File: config.mk
export PLATFORM = sky130hd
export DESIGN_NAME = prog_chain_loader_flat
export DESIGN_NICKNAME = d
export VERILOG_FILES = /design/src/rtl/prog_chain_loader_if.sv /design/src/rtl/prog_chain_loader.sv /design/src/flat_wrapper.sv
export SDC_FILE = /design/constraint.sdc
export NUM_CORES = 1
export LEC_CHECK = 0
export CELL_PAD_IN_SITES_DETAIL_PLACEMENT = 1
export CELL_PAD_IN_SITES_GLOBAL_PLACEMENT = 1
export CORE_MARGIN = 2
export CORE_UTILIZATION = 35
export CTS_BUF_LIST = sky130_fd_sc_hd__clkbuf_4 sky130_fd_sc_hd__clkbuf_8
export DETAILED_ROUTE_END_ITERATION = 8
export DONT_BUFFER_PORTS = 1
export PLACE_DENSITY_LB_ADDON = 0.08
export SLEW_MARGIN = 20
export SYNTH_ARGS = -nofsm -noshare
export SYNTH_HDL_FRONTEND = slang
export SYNTH_SLANG_ARGS = --single-unit
File: constraint.sdc
create_clock -name clk -period 1.95 [get_ports clk]
set_input_delay 0.585 -clock clk [delete_from_list [all_inputs] [get_ports clk]]
set_output_delay 0.585 -clock clk [all_outputs]
set_load 0.1 [all_outputs]
File: src/rtl/prog_chain_loader_if.sv
// Byte stream from the host into the loader plus the readback strobe back out.
interface prog_chain_loader_if;
    logic [7:0] byte_in;
    logic       byte_valid;
    logic       byte_ready;
    logic [7:0] rb_byte;
    logic       rb_valid;

    modport master (
        output byte_in,
        output byte_valid,
        input  byte_ready,
        input  rb_byte,
        input  rb_valid
    );

    modport slave (
        input  byte_in,
        input  byte_valid,
        output byte_ready,
        output rb_byte,
        output rb_valid
    );
endinterface

File: src/rtl/prog_chain_loader.sv
// Serial configuration chain loader: takes bitstream bytes, shifts them
// MSB-first into the fabric chain at a divided clock rate and returns the
// bits that fall out of the chain tail as readback bytes.
module prog_chain_loader #(
    parameter int unsigned CHAIN_LEN = 64,
    parameter int unsigned CLK_DIV   = 2
) (
    input  logic              clk,
    input  logic              rst_n,
    input  logic              start,
    prog_chain_loader_if.slave bus,
    output logic              prog_clk_o,
    output logic              prog_en_o,
    output logic              prog_in_o,
    input  logic              prog_out_i,
    output logic              busy,
    output logic              done
);

    localparam int unsigned   CW       = $clog2(CHAIN_LEN + 1);
    localparam int unsigned   DW       = (CLK_DIV > 1) ? $clog2(CLK_DIV) : 1;
    localparam int unsigned   TAIL     = CHAIN_LEN % 8;
    localparam int unsigned   PAD      = (TAIL == 0) ? 0 : 8 - TAIL;
    localparam logic [CW-1:0] LAST_BIT = CW'(CHAIN_LEN - 1);
    localparam logic [DW-1:0] DIV_LAST = DW'(CLK_DIV - 1);

    typedef enum logic [2:0] {
        IDLE,
        FETCH,
        SHIFT_LO,
        SHIFT_HI,
        FINISH
    } state_t;

    state_t        state_q;
    logic [CW-1:0] bit_cnt_q;
    logic [CW-1:0] bit_cnt_d;
    logic [2:0]    bib_q;       // bit position within the current byte
    logic [DW-1:0] div_q;
    logic [6:0]    sr_q;        // remaining bits of the current byte; MSB is already on prog_in
    logic [6:0]    sr_d;
    logic [7:0]    acc_q;
    logic [7:0]    acc_d;

    logic          prog_clk_q;
    logic          prog_en_q;
    logic          prog_in_q;
    logic          busy_q;
    logic          done_q;
    logic          ready_q;
    logic          rb_valid_q;
    logic [7:0]    rb_byte_q;

    // Next values for the data path registers.
    always_comb begin
        acc_d     = {acc_q[6:0], prog_out_i};
        sr_d      = {sr_q[5:0], 1'b0};
        bit_cnt_d = bit_cnt_q + CW'(1);
    end

    // Load sequencer with all outputs registered.
    always_ff @(posedge clk or negedge rst_n) begin
        if (!rst_n) begin
            state_q    <= IDLE;
            bit_cnt_q  <= '0;
            bib_q      <= '0;
            div_q      <= '0;
            sr_q       <= '0;
            acc_q      <= '0;
            prog_clk_q <= 1'b0;
            prog_en_q  <= 1'b0;
            prog_in_q  <= 1'b0;
            busy_q     <= 1'b0;
            done_q     <= 1'b0;
            ready_q    <= 1'b0;
            rb_valid_q <= 1'b0;
            rb_byte_q  <= '0;
        end else begin
            done_q     <= 1'b0;
            rb_valid_q <= 1'b0;
            unique case (state_q)
                IDLE: begin
                    if (start) begin
                        state_q   <= FETCH;
                        busy_q    <= 1'b1;
                        prog_en_q <= 1'b1;
                        ready_q   <= 1'b1;
                        bit_cnt_q <= '0;
                        bib_q     <= '0;
                        acc_q     <= '0;
                    end
                end
                FETCH: begin
                    if (bus.byte_valid && ready_q) begin
                        sr_q      <= bus.byte_in[6:0];
                        prog_in_q <= bus.byte_in[7];
                        ready_q   <= 1'b0;
                        div_q     <= '0;
                        state_q   <= SHIFT_LO;
                    end
                end
                SHIFT_LO: begin
                    if (div_q == DIV_LAST) begin
                        div_q      <= '0;
                        acc_q      <= acc_d;
                        prog_clk_q <= 1'b1;
                        state_q    <= SHIFT_HI;
                        if (bib_q == 3'd7) begin
                            rb_valid_q <= 1'b1;
                            rb_byte_q  <= acc_d;
                        end
                    end else begin
                        div_q <= div_q + DW'(1);
                    end
                end
                SHIFT_HI: begin
                    if (div_q == DIV_LAST) begin
                        div_q      <= '0;
                        bit_cnt_q  <= bit_cnt_d;
                        bib_q      <= bib_q + 3'd1;
                        sr_q       <= sr_d;
                        prog_clk_q <= 1'b0;
                        if (bit_cnt_q == LAST_BIT) begin
                            state_q   <= FINISH;
                            prog_en_q <= 1'b0;
                            prog_in_q <= 1'b0;
                            done_q    <= 1'b1;
                            // Partial last group: keep only the bits of this
                            // byte, left-aligned, zero below.
                            if (TAIL != 0) begin
                                rb_valid_q <= 1'b1;
                                rb_byte_q  <= acc_q << PAD;
                            end
                        end else if (bib_q == 3'd7) begin
                            state_q <= FETCH;
                            ready_q <= 1'b1;
                        end else begin
                            state_q   <= SHIFT_LO;
                            prog_in_q <= sr_q[6];
                        end
                    end else begin
                        div_q <= div_q + DW'(1);
                    end
                end
                FINISH: begin
                    state_q <= IDLE;
                    busy_q  <= 1'b0;
                end
                default: begin
                    state_q <= IDLE;
                end
            endcase
        end
    end

    assign prog_clk_o     = prog_clk_q;
    assign prog_en_o      = prog_en_q;
    // Data into the chain head must be low whenever programming is disabled.
    assign prog_in_o      = prog_in_q & prog_en_q;
    assign busy           = busy_q;
    assign done           = done_q;
    assign bus.byte_ready = ready_q;
    assign bus.rb_valid   = rb_valid_q;
    assign bus.rb_byte    = rb_byte_q;

endmodule

File: src/flat_wrapper.sv
// flat-port wrapper written by rule: the top's interface ports become plain ports
module prog_chain_loader_flat 
#(
    parameter int unsigned CHAIN_LEN = 64,
    parameter int unsigned CLK_DIV   = 2
)
  (clk, rst_n, start, prog_clk_o, prog_en_o, prog_in_o, prog_out_i, busy, done, bus_byte_in, bus_byte_valid, bus_byte_ready, bus_rb_byte, bus_rb_valid);
  prog_chain_loader_if bus_i ();
  input  logic clk;
  input  logic rst_n;
  input  logic start;
  output logic prog_clk_o;
  output logic prog_en_o;
  output logic prog_in_o;
  input  logic prog_out_i;
  output logic busy;
  output logic done;
  input wire logic [$bits(bus_i.byte_in)-1:0] bus_byte_in;
  input wire logic [$bits(bus_i.byte_valid)-1:0] bus_byte_valid;
  output wire logic [$bits(bus_i.byte_ready)-1:0] bus_byte_ready;
  output wire logic [$bits(bus_i.rb_byte)-1:0] bus_rb_byte;
  output wire logic [$bits(bus_i.rb_valid)-1:0] bus_rb_valid;
  assign bus_i.byte_in = bus_byte_in;
  assign bus_i.byte_valid = bus_byte_valid;
  assign bus_byte_ready = bus_i.byte_ready;
  assign bus_rb_byte = bus_i.rb_byte;
  assign bus_rb_valid = bus_i.rb_valid;
  prog_chain_loader #(.CHAIN_LEN(CHAIN_LEN), .CLK_DIV(CLK_DIV)) u_core (.clk(clk), .rst_n(rst_n), .start(start), .bus(bus_i), .prog_clk_o(prog_clk_o), .prog_en_o(prog_en_o), .prog_in_o(prog_in_o), .prog_out_i(prog_out_i), .busy(busy), .done(done));
endmodule
==> results of run 1 <==
## power by group
group	switching [mW]	total, mW	internal, mW
Clock	0.343	0.599	0.256
Sequential	0.00602	0.903	0.897
Combinational	0.0425	0.0618	0.0194
Total	0.391	1.56	1.17
## layout by cell type, fill, tap and decap left out, drive strengths merged, types with 2 or more instances in the layout
| cell type | instances |
|---|---|
| dfrtp | 43 |
| nand2 | 40 |
| buf | 20 |
| nor2 | 18 |
| o21ai | 17 |
| a21oi | 11 |
| a31oi | 9 |
| mux2 | 8 |
| and3 | 6 |
| inv | 6 |
| nand3 | 5 |
| clkbuf | 5 |
| ha | 4 |
| o31ai | 3 |
| a211oi | 3 |
| xnor2 | 3 |
| nor2b | 2 |
| nor3 | 2 |
| and3b | 2 |
| or4 | 2 |
| nand3b | 2 |
| nand2b | 2 |
| clkinvlp | 2 |
| and2 | 2 |
## metal layers
| metal | global-route usage, % | part of all wire [%] | vias up | routed length (µm) |
|---|---|---|---|---|
| li1 | - | - | 741 | - |
| met2 | 29.83 | 52 | 25 | 2516 |
| met4 | 4.310 | 0.95 | 0 | 46 |
| met3 | 4.299 | 3.7 | 5 | 181 |
| met1 | 20.55 | 43 | 771 | 2083 |
| met5 | 0 | 0 | - | 0 |
## flip-flops by register name (all words and copies together) (netlist names)
signal                 cells
u_core.acc_q               7
u_core.bib_q               3
u_core.bit_cnt_q           7
u_core.bus.byte_ready      1
u_core.bus.rb_byte         8
u_core.bus.rb_valid        1
u_core.busy                1
u_core.div_q               1
u_core.done                1
u_core.prog_clk_o          1
u_core.prog_en_o           1
u_core.prog_in_q           1
u_core.sr_q                7
u_core.state_q             3
## synthesized netlist by cell type, drive strengths merged (3+ instances only)
cell,n,area (µm²)
a211oi,3,22.52
a21oi,11,55.05
buf,4,35.03
o31ai,3,22.52
o21ai,17,85.08
mux2,8,90.09
nand3,5,25.02
xnor2,3,26.28
dfrtp,43,1076
nand2,40,150.1
inv,5,18.77
a31oi,9,56.30
and3,6,37.54
ha,4,50.05
clkbuf,8,30.03
nor2,18,67.56
## cell families after synthesis
| group | count (synthesis) | synth area share, % |
|---|---|---|
| AO/OA/AOI/OAI | 47 | 13.75 |
| flip-flops | 43 | 53.99 |
| buffers and inverters | 17 | 4.206 |
| AND/OR/NAND/NOR | 84 | 19.27 |
| multiplexers | 8 | 4.520 |
| adder cells (fa/ha/maj) | 4 | 2.511 |
| XOR/XNOR | 4 | 1.758 |
## what timing repair did
action	4_1_cts	5_1_grt
resized for setup	0	0
hold buffers	1	0
endpoints found under the hold margin	43	0
## path summary, 6_finish.rpt
kind | depth (start not counted) | start | endpoint
worst max-delay path | 0 | u_core.bus.rb_byte[1] | bus_rb_byte[1]
worst max register to register | 4 | u_core.state_q[1] | u_core.bit_cnt_q[5]
worst min register to register | 2 | u_core.acc_q[6] | u_core.acc_q[6]
worst min-delay path | 1 | rst_n | u_core.div_q
min in group clk | 2 | bus_byte_in[1] | u_core.sr_q[1]
max in group asynchronous | 1 | rst_n | u_core.prog_en_o
## layout make-up
class / count / area, µm²
multi-input combinational: 147 / 834.6
tap: 72 / 90.09
clock inverter: 3 / 23.77
fill: 633 / 3209
timing repair buffer: 20 / 182.7
sequential: 43 / 1079
inverter: 5 / 18.77
clock buffer: 5 / 68.82
## stage by stage
step	power, mW	setup slack [ns]	cells	area, µm²
after floorplan	0.9492	0.001638	207	1997
after global placement	0.9591	0.1398	286	2177
after detailed placement	0.9604	0.1250	286	2177
after CTS	1.597	0.09122	295	2297
after global routing	1.638	0.06373	295	2297
final	1.564	0.1083	295	2297
==> results.ini, run 1 <==
[die]
die_w_um=79.47
io_pins=28
die-area_um2=6315
start_util_pct=36.20
die_h_um=79.47
num_rows=27
core_um2=5507

[yosys]
synth_nets=224
synth_seq_area_share_pct=53.99
async_flop_share_pct=100.0
synth_edf_count=0
yosys_warnings=0
syn_avg_cell_area_um2=9.629
synth.distinct_cells=31
syn_inst=207
synth_flop_cell=dfrtp_1
syn_area_um2=1993
ys_ff_latch=43

[route]
drc_errors=0
dr.first_iter.drc_count=67
ant_nets=0
wl_um=4827
via_per_inst=5.227
vias=1542
drt-wirelength-per-cell_um=16.36
drt_pass1_iterations=4

[sta]
slew_violations=0
fin_hold_ws_ns=0.1163
setup_tns_ns=0
worstMarginPinSlew_ns=0.9095
rsz0062_at_grt=false
max_freq_mhz=543.0
fin_worst_skew_ns=0.007741
finalSetupViolCount=0
relSlewSlack_pct=39.37
min_period_over_period_pct=94.45
finalHoldViolations=0
min_period_ns=1.842

[power_and_ir_drop]
vdd_ir_drop_max_mv=0.2898
p_leak_nw=1.020
powerDensity_nw_per_um2=680.9

[placed_design]
place_congestion=0.7812
place.detailed.hpwl_um=3516
io_buffers=0

[worst_setup_path]
crit_path_start_kind=flop
end_kind=output port
cp.required_ns=1.36
cp.arrival_ns=1.26
worstPathMaxFanout=2
r2r_slack_ns=0.19
critPathKind=flop to output port

[cts]
clk_latency_ns=0.30
cts_tree=done
clockBufferDepth=2
clk_pin_slew_ns=0.09
root_buffer=clkbuf_8
cts_buffers=5
clock_sinks=43
post_cts_buffers=0
htreeDepth=2

[final_layout]
diodes=0
final_core_util_pct=41.72
syn_to_final_growth_pct=15.25
drive_gt1_share_pct=17.49
nets=239

[grt]
antenna_found_initial=0
grt_overflow=0
first_global_vias=1687
grt_max_degree=44
track_usage_pct=16.93
grt_pass1_wl_um=8217

[status]
outcome=complete, no violations

[worst_hold_path]
hold_path_class=input port to asynchronous set/reset pin

[flow_run]
maxCapViolCount=0

Note: power is estimated with default switching activity, not from simulation.
==> run 2: changes to the inputs <==
--- a/config.mk
+++ b/config.mk
@@ -12,7 +12,7 @@
 export CTS_BUF_LIST = sky130_fd_sc_hd__clkbuf_4 sky130_fd_sc_hd__clkbuf_8
 export DETAILED_ROUTE_END_ITERATION = 8
 export DONT_BUFFER_PORTS = 1
-export PLACE_DENSITY_LB_ADDON = 0.08
+export PLACE_DENSITY_LB_ADDON = 0.1
 export SLEW_MARGIN = 20
 export SYNTH_ARGS = -nofsm -noshare
 export SYNTH_HDL_FRONTEND = slang
==> run 2 against run 1 <==
Net effect:
- non-clock buffer count unchanged
- hold slack better by 0.0072 ns
- final cell count unchanged
- clock skew down 0.0022 ns
- largest power group unchanged
- maximum frequency up 1.4%
- setup slack better by 0.025 ns
- sequential power about the same
- combinational power about the same
- critical path depth unchanged
- critical endpoint is now bus_rb_byte[6]
- sequential cell count unchanged
==> results.ini, run 2 (synthesis gave the netlist of run 1 again) <==
[status]
outcome=complete, no violations  ; unchanged

[power_and_ir_drop]
powerDensity_nw_per_um2=719.9  ; was 680.9 nW/µm²
p_comb_share_pct=3.7  ; was 4.0%
vdd_ir_drop_max_mv=0.3300  ; was 0.2898 mV
p_leak_nw=1.037  ; was 1.020 nW
power_switching_mw=0.3708  ; was 0.3910 mW
p_seq_share_pct=54.2  ; was 57.8%
power_frac_clock_pct=42.1  ; was 38.3%
p_sw_share_pct=22.22  ; was 25.00%
internal_power_mw=1.298  ; was 1.173 mW

[cts]
root_buffer=clkbuf_8  ; unchanged
clk_pin_slew_ns=0.09  ; about the same
clock_sinks=43  ; unchanged
post_cts_buffers=0  ; unchanged
cts_buffers=5  ; unchanged
htreeDepth=2  ; unchanged
clockBufferDepth=2  ; unchanged
clk_latency_ns=0.29  ; was 0.30 ns
cts_tree=done  ; unchanged

[route]
ant_nets=0  ; unchanged
via_per_inst=5.275  ; was 5.227
wl_um=4931  ; was 4827 µm
vias=1556  ; was 1542
dr.first_iter.drc_count=69  ; was 67
drt_pass1_iterations=4  ; unchanged
drc_errors=0  ; unchanged
drt-wirelength-per-cell_um=16.72  ; was 16.36 µm

[grt]
track_usage_pct=17.24  ; was 16.93%
grt_overflow=0  ; unchanged
first_global_vias=1681  ; was 1687
grt_max_degree=44  ; unchanged
grt_pass1_wl_um=8397  ; was 8217 µm
antenna_found_initial=0  ; unchanged

[placed_design]
io_buffers=0  ; unchanged
place_congestion=0.8227  ; was 0.7812
dp_cells=286  ; unchanged
place.detailed.hpwl_um=3530  ; was 3516 µm

[die]
die-area_um2=6315  ; unchanged
io_pins=28  ; unchanged
die_h_um=79.47  ; unchanged
start_util_pct=36.20  ; unchanged
num_rows=27  ; unchanged
core_um2=5507  ; unchanged
die_w_um=79.47  ; unchanged

[sta]
worstMarginPinSlew_ns=0.8965  ; was 0.9095 ns
rsz0062_at_grt=false  ; unchanged
max_freq_mhz=550.6  ; was 543.0 MHz
min_period_ns=1.816  ; was 1.842 ns
setup_tns_ns=0  ; unchanged
fin_worst_skew_ns=0.005508  ; was 0.007741 ns
relSlewSlack_pct=40.23  ; was 39.37%
finalSetupViolCount=0  ; unchanged
finalHoldViolations=0  ; unchanged
slew_violations=0  ; unchanged
min_period_over_period_pct=93.14  ; was 94.45%

[worst_setup_path]
end_kind=output port  ; unchanged
cp.arrival_ns=1.23  ; was 1.26 ns
r2r_slack_ns=0.20  ; was 0.19 ns
critPathKind=flop to output port  ; unchanged
crit_path_start_kind=flop  ; unchanged
worstPathMaxFanout=2  ; unchanged
cp.required_ns=1.36  ; about the same

[final_layout]
layout.area.seq_um2=1079  ; unchanged
diodes=0  ; unchanged
nets=239  ; unchanged
instances_no_fill=295  ; unchanged
syn_to_final_growth_pct=16.32  ; was 15.25%
drive_gt1_share_pct=17.94  ; was 17.49%
fillers=627  ; was 633
multi_input_comb_area_um2=835.8  ; was 834.6 µm²
largest_reg_flops=8  ; unchanged
mostFrequentLayoutCell=dfrtp_1  ; unchanged
mostFrequentLayoutCells=dfrtp_1 (41), nand2_1 (40), nor2_1 (18), buf_4 (18), o21ai_0 (17)  ; unchanged

[flow_run]
maxCapViolCount=0  ; unchanged

[worst_hold_path]
hold_path_class=input port to asynchronous set/reset pin  ; unchanged

## run 2: cell types whose count changed in the layout (fill, tap and decap cells not counted), sizes merged
| cell | before | now |
|---|---|---|
| clkinv | 0 | 2 |
| bufinv | 0 | 1 |
| clkinvlp | 2 | 0 |
| inv | 6 | 5 |
## run 2: repair_timing
item,4_1_cts,5_1_grt
endpoints found under the setup margin,0,2
gates resized for setup,0,1
hold buffers,1,0
endpoints found under the hold margin,43,0
## run 2: metrics by stage
| step | area (µm²) | total power, mW | utilization (%) | hold WS [ns] | setup slack (ns) |
|---|---|---|---|---|---|
| 5_1_grt | 2318 | 1.751 | 42.10 | 0.1224 | 0.06948 |
| 3_5_place_dp | 2177 | 0.9609 | 39.54 | 0.2904 | 0.1162 |
| 4_1_cts | 2317 | 1.696 | 42.08 | 0.1227 | 0.1153 |
| 6_report | 2318 | 1.669 | 42.10 | 0.1235 | 0.1337 |
| 2_1_floorplan | 1997 | 0.9492 | - | 0.2894 | 0.001638 |
| 3_3_place_gp | 2177 | 0.9595 | 39.54 | 0.2905 | 0.1337 |
## run 2: layer usage
metal	vias up	part of all wire, %	GRT usage [%]	routed length, µm
met4	0	2.3	7.414	112
met2	29	50	29.08	2478
met5	-	0	0	0
li1	737	-	-	-
met3	11	3.1	4.186	155
met1	779	44	20.89	2185
## run 2: area by class of cell
cell class	count	share of cell area (%)
inverter	5	0.8095
clock buffer	5	2.968
sequential	43	46.52
multi-input combinational	147	36.05
tap	72	3.886
clock inverter	3	1.889
timing repair buffer	20	7.879
## run 2: final timing paths
kind | from | cells after the start | end
max | u_core.bus.rb_byte[6] | 0 | bus_rb_byte[6]
min | rst_n | 1 | u_core.bus.rb_byte[3]
max reg2reg | u_core.state_q[1] | 4 | u_core.bit_cnt_q[5]
min reg2reg | u_core.acc_q[6] | 2 | u_core.acc_q[6]
max in group asynchronous | rst_n | 1 | u_core.prog_en_o
min in group clk | prog_out_i | 2 | u_core.acc_q[0]
## run 2: power groups by stage
stage	clock [mW]	sequential [mW]	combinational [mW]
floorplan	0	0.928	0.0213
detailed placement	0	0.922	0.0392
CTS	0.728	0.904	0.0642
global placement	0	0.921	0.0385
global route	0.776	0.905	0.0702
finish	0.703	0.904	0.0620
==> run 3: changes to the inputs <==
--- a/config.mk
+++ b/config.mk
@@ -9,7 +9,7 @@
 export CELL_PAD_IN_SITES_GLOBAL_PLACEMENT = 1
 export CORE_MARGIN = 2
 export CORE_UTILIZATION = 35
-export CTS_BUF_LIST = sky130_fd_sc_hd__clkbuf_4 sky130_fd_sc_hd__clkbuf_8
+export CTS_CLUSTER_DIAMETER = 200
 export DETAILED_ROUTE_END_ITERATION = 8
 export DONT_BUFFER_PORTS = 1
 export PLACE_DENSITY_LB_ADDON = 0.1
==> results of run 3 <==
No change in the layout: final DEF, timing and power equal those of run 2.
